$ cat src/rtl/fetch_pkg.sv
// Shared constants for the fetch queue: instruction width, NOP encoding, pointer sizing.
package fetch_pkg;

  localparam int unsigned INSTR_W = 32;

  typedef logic [INSTR_W-1:0] instr_t;

  localparam instr_t NOP = 32'h0000_0000;

  // One extra MSB beyond the index bits separates full from empty.
  function automatic int unsigned ptr_w(input int unsigned depth);
    return $clog2(depth) + 1;
  endfunction

endpackage

$ cat src/rtl/fetch_queue_storage.sv
// Entry storage for the fetch queue: two write ports, two asynchronous read ports.
module fetch_queue_storage #(
  parameter int unsigned DEPTH  = 8,
  parameter int unsigned DATA_W = 64,
  parameter int unsigned ADDR_W = $clog2(DEPTH)
) (
  input  logic              clk,
  input  logic              we0,
  input  logic [ADDR_W-1:0] waddr0,
  input  logic [DATA_W-1:0] wdata0,
  input  logic              we1,
  input  logic [ADDR_W-1:0] waddr1,
  input  logic [DATA_W-1:0] wdata1,
  input  logic [ADDR_W-1:0] raddr0,
  output logic [DATA_W-1:0] rdata0,
  input  logic [ADDR_W-1:0] raddr1,
  output logic [DATA_W-1:0] rdata1
);

  logic [DATA_W-1:0] mem [DEPTH];

  // The two write addresses are always consecutive, so they never collide.
  always_ff @(posedge clk) begin
    if (we0) mem[waddr0] <= wdata0;
    if (we1) mem[waddr1] <= wdata1;
  end

  assign rdata0 = mem[raddr0];
  assign rdata1 = mem[raddr1];

endmodule

$ cat src/rtl/fetch_queue.sv
// Dual-issue instruction fetch queue (circular buffer, 2-in / 2-out per cycle).
// Optional same-cycle bypass into an empty queue: define FETCH_QUEUE_BYPASS_EN.
module fetch_queue
  import fetch_pkg::*;
#(
  parameter int unsigned DEPTH = 8,
  parameter int unsigned PC_W  = 32
) (
  input  logic                      clk,
  input  logic                      rst,
  input  logic [1:0]                push_cnt,
  input  logic [INSTR_W-1:0]        in_instr0,
  input  logic [INSTR_W-1:0]        in_instr1,
  input  logic [PC_W-1:0]           in_pc,
  output logic                      in_ready,
  input  logic [1:0]                issue_cnt,
  input  logic                      flush,
  output logic [INSTR_W-1:0]        instruction1,
  output logic [INSTR_W-1:0]        instruction2,
  output logic [PC_W-1:0]           pc1,
  output logic [PC_W-1:0]           pc2,
  output logic                      valid1,
  output logic                      valid2,
  output logic [ptr_w(DEPTH)-1:0]   count
);

  localparam int unsigned PtrW  = ptr_w(DEPTH);
  localparam int unsigned AddrW = PtrW - 1;
  localparam int unsigned DataW = INSTR_W + PC_W;

  logic [PtrW-1:0]    head_q, tail_q, occ;
  logic [PtrW-1:0]    head_p1;
  logic [1:0]         push_req, pushed, stored_avail, avail, popped, skip, n_store, head_adv;
  logic               byp;
  logic [PC_W-1:0]    pc_plus4;
  logic               we0, we1;
  logic [DataW-1:0]   wdata0, wdata1, rdata0, rdata1;
  logic [INSTR_W-1:0] rd_instr0, rd_instr1;
  logic [PC_W-1:0]    rd_pc0, rd_pc1;

  assign occ      = tail_q - head_q;
  assign count    = occ;
  assign in_ready = (occ <= PtrW'(DEPTH - 2));
  assign head_p1  = head_q + PtrW'(1);
  assign pc_plus4 = in_pc + PC_W'(4);

`ifdef FETCH_QUEUE_BYPASS_EN
  assign byp = (occ == '0);
`else
  assign byp = 1'b0;
`endif

  always_comb begin
    push_req     = (push_cnt == 2'd3) ? 2'd2 : push_cnt;
    pushed       = in_ready ? push_req : 2'd0;
    stored_avail = (occ >= PtrW'(2)) ? 2'd2 : occ[1:0];
    avail        = byp ? pushed : stored_avail;
    popped       = (issue_cnt > avail) ? avail : issue_cnt;
    // Bypassed instructions consumed this cycle are never written.
    skip         = byp ? popped : 2'd0;
    n_store      = pushed - skip;
    head_adv     = byp ? 2'd0 : popped;
  end

  assign we0    = !flush && (n_store != 2'd0);
  assign we1    = !flush && (n_store == 2'd2);
  assign wdata0 = (skip == 2'd0) ? {in_instr0, in_pc} : {in_instr1, pc_plus4};
  assign wdata1 = {in_instr1, pc_plus4};

  always_ff @(posedge clk or negedge rst) begin
    if (!rst) begin
      head_q <= '0;
      tail_q <= '0;
    end else if (flush) begin
      head_q <= '0;
      tail_q <= '0;
    end else begin
      head_q <= head_q + PtrW'(head_adv);
      tail_q <= tail_q + PtrW'(n_store);
    end
  end

  fetch_queue_storage #(
    .DEPTH  (DEPTH),
    .DATA_W (DataW),
    .ADDR_W (AddrW)
  ) u_storage (
    .clk    (clk),
    .we0    (we0),
    .waddr0 (tail_q[AddrW-1:0]),
    .wdata0 (wdata0),
    .we1    (we1),
    .waddr1 (tail_q[AddrW-1:0] + AddrW'(1)),
    .wdata1 (wdata1),
    .raddr0 (head_q[AddrW-1:0]),
    .rdata0 (rdata0),
    .raddr1 (head_p1[AddrW-1:0]),
    .rdata1 (rdata1)
  );

  assign {rd_instr0, rd_pc0} = rdata0;
  assign {rd_instr1, rd_pc1} = rdata1;

  always_comb begin
    valid1       = (avail != 2'd0);
    valid2       = (avail == 2'd2);
    instruction1 = NOP;
    instruction2 = NOP;
    pc1          = '0;
    pc2          = '0;
    if (valid1) begin
      instruction1 = byp ? in_instr0 : rd_instr0;
      pc1          = byp ? in_pc : rd_pc0;
    end
    if (valid2) begin
      instruction2 = byp ? in_instr1 : rd_instr1;
      pc2          = byp ? pc_plus4 : rd_pc1;
    end
  end

endmodule
$ cat config.mk
export PLATFORM = sky130hd
export DESIGN_NAME = fetch_queue
export DESIGN_NICKNAME = d
export VERILOG_FILES = /design/src/rtl/fetch_pkg.sv /design/src/rtl/fetch_queue_storage.sv /design/src/rtl/fetch_queue.sv
export SDC_FILE = /design/constraint.sdc
export NUM_CORES = 1
export LEC_CHECK = 0
export CORE_MARGIN = 10
export CORE_UTILIZATION = 46
export DETAILED_ROUTE_END_ITERATION = 7
export GPL_ROUTABILITY_DRIVEN = 1
export PLACE_DENSITY_LB_ADDON = 0.3
export SLEW_MARGIN = 10
export SYNTH_ARGS = -nofsm -noshare
export SYNTH_HDL_FRONTEND = slang
export SYNTH_HIERARCHICAL = 1
export SYNTH_SLANG_ARGS = --single-unit
$ cat constraint.sdc
create_clock -name clk -period 17.4 [get_ports clk]
set_input_delay 3.48 -clock clk [delete_from_list [all_inputs] [get_ports clk]]
set_output_delay 3.48 -clock clk [all_outputs]
set_load 0.05 [all_outputs]
==> metrics <==
ratio of cells with drive above 1 in the final layout=50.07%; RSZ-0062 raised after global routing=false; Avg WL per Cell=31.28 um; XOR/XNOR Fraction of Synth Area=1.001%; Critical Path Source Type=flip-flop; fin crit share=48.58%; Worst EP arrival=4.97 ns; Final Routed Wirelength=92970 um; GP Congestion=0.7909; Yosys top cell by area=edfxtp_1; synth-to-layout area growth=15.40%; antenna violations before repair=13; # DRC=0; R2R Path End=u_storage/mem[2][43]; hpwl dp=50760 um; Core Box Area=0.06751 sq mm; Port Buffer Count=237; mapped cell area=0.03149 sq mm; post-synth top area share=48.82%; Starting DRT DRC Count=1738; clock buffer count from CTS=58; Worst R2R Start=head_q[1]; #FFs+latches synth=520; crit end category=output pin; setup slack, reg-to-reg=11.55 ns; MaxCap Viol Count=0; Netlist cell types=44; Synth area leaders=edfxtp_1 (49%), mux2_2 (23%), mux4_2 (18%); final hold viol count=0; largest family of logic cells by synthesized area=multiplexers; clock buffer depth=3; Reg2Reg Depth=10; Mapped Nets=1974; post-route ant nets=0; DR pass1 iterations=5; CTS root buffer=clkbuf_16; Die ar.=0.07932 sq mm; Synth Area in Compound Gates=0.3298%; Worst Hold Path EP=tail_q[3]; Max H-tree Level=2; vias per cell=6.331; Hold WS=0.5748 ns; row count=95; max frequency=0.1183 GHz; relative slew slack=26.50%; largest net degree at the start of global routing=129; Clock Latency Late Sink=0.63 ns; pre-CTS WS=9.519 ns; Hold Startpoint=tail_q[3]; via count=18815; Hold Path Class=flip-flop to flip-flop; setup bufs post-CTS=0; GRT overflow=0; Post-Syn Instances=1856; mux cell area share after synthesis=41.20%; simple-gate area share of the yosys netlist=4.295%; number of hold buffers added after CTS=0; min Tclk post-route=8.452 ns; required time of the critical path=13.92 ns; hold depth=2; Worst-path clk slew=0.06 ns; setup_tns=0 ns; Syn Area/Cell=16.97 sq um; Max Clock Skew=0.02004 ns; adder-cell share of the synthesized area=0.6675%; crit path kind=flip-flop to output pin; Final Worst Setup Slack=8.948 ns; Die X=281.6 um; Pins Over Slew Limit=0; register area share after synthesis=49.46%; All-Layer GR Usage=23.32%; # setup viols final=0; Initial Utilization=46.64%; critical-path maximum fanout=35; number of global-route vias before repair=20258; # resized after CTS=0; status=completed; CTS sink cnt=520; # nets final=2168; first-pass GRT wire length=136400 um; Least-Margin Pin Slew=1.103 ns; Die Y=281.6 um; io pins=238; CTS tree=yes; Synth warnings=6
==> kinds of logic (layout without fill, tap and decap cells) <==
family / Yosys count / count (layout)
AO/OA/AOI/OAI: 16 / 16
XOR/XNOR: 36 / 36
adder cells (fa/ha/maj): 15 / 15
buffers and inverters: 159 / 396
flip-flops: 520 / 520
multiplexers: 896 / 896
other: 0 / 6
AND/OR/NAND/NOR: 214 / 214
==> cells in the mapped netlist, drive strengths merged <==
cell    count
mux2      640
dfrtp       8
clkbuf     28
buf       113
nor4b       1
xnor2      19
a21oi       4
o21bai      2
a31o        3
nand2b      3
or4         1
nor2       22
fa          3
and4bb      3
ha         12
nand3      10
mux4      256
nand4b      3
nand2      14
nand3b      1
nor2b       4
or2         1
nor4        2
and3        3
o221ai      1
o21ai       6
inv        18
edfxtp    512
xor2       17
nor3b       1
and2      130
nor3        5
and4        1
nand4       9
==> worst max-delay path by stage <==
| stage | start | to | cells past startpoint |
|---|---|---|---|
| finish | head_q[1] | pc1[15] | 9 |
| global route | head_q[0] | pc2[23] | 6 |
| CTS | head_q[0] | pc2[17] | 6 |
| detailed placement | head_q[1] | pc1[15] | 9 |
| global placement | head_q[0] | pc2[24] | 6 |
| floorplan | flush | u_storage/mem[5][0] | 4 |
==> final cells by class <==
cell class | instances | area (sq um)
Fill cell | 5373 | 31170
Sequential cell | 520 | 15590
Multi-Input combinational cell | 1177 | 15100
Timing Repair Buffer | 275 | 2670
Clock buffer | 75 | 1587
Tap cell | 873 | 1092
Clock inverter | 28 | 217.7
Inverter | 18 | 75.07
Antenna cell | 6 | 15.01
==> metal layers <==
layer | routed length, um | track usage, % | vias to the layer above | part of all wire [%]
met3 | 6510 | 3.993 | 152 | 7.0
met1 | 36850 | 29.56 | 10017 | 40
met5 | 74 | 0 | - | 0.080
met4 | 2301 | 6.554 | 10 | 2.5
met2 | 47230 | 40.63 | 684 | 51
li1 | - | - | 7952 | -
==> sequential cells by signal (all words and copies together), names as in the netlist <==
name / flops
u_storage/mem: 512
head_q: 4
tail_q: 4
==> cell usage in the layout (no fill, tap or decap), types with 2 or more instances in the layout <==
master and n:
o21bai_4 2, clkbuf_1 11, clkinvlp_4 2, dfrtp_4 3, nand4_4 2, diode_2 6
a21oi_1 4, o21ai_4 5, clkinv_1 8, bufinv_16 3, nand2_1 14, clkbuf_8 5
a31o_4 2, fa_1 3, and2_1 129, nand4b_1 3, edfxtp_1 512, clkdlybuf4s50_1 237
inv_1 17, nand2b_1 3, mux4_2 256, dfrtp_1 5, clkbuf_16 59, nor2b_1 4
buf_4 37, and3_1 2, xnor2_1 19, clkinv_2 13, nor3_1 4, nor4_4 2
and4bb_4 3, mux2_2 640, nor2_1 22, nand4_1 7, nand3_1 9, ha_1 11
xor2_1 16
==> worst max-delay path: stages (launching register included) <==
cell	delay [ns]
dfrtp_4	0.92
inv_1	0.25
fa_1	0.49
xor2_1	0.25
nor2_1	0.12
o21ai_4	0.07
or2_2	0.66
buf_4	0.55
and2_1	0.21
clkdlybuf4s50_1	0.81
==> stage by stage <==
step           cells  util [%]  instance area [sq um]
6_report        2972     53.83                  36340
4_1_cts         2966     53.80                  36330
3_5_place_dp    2863     51.13                  34520
2_1_floorplan   1856         -                  31490
5_1_grt         2972     53.83                  36340
3_3_place_gp    2863     51.13                  34520
Power is not shown: default switching activity piles up to over one toggle a cycle in this logic, so the estimate is an artifact.
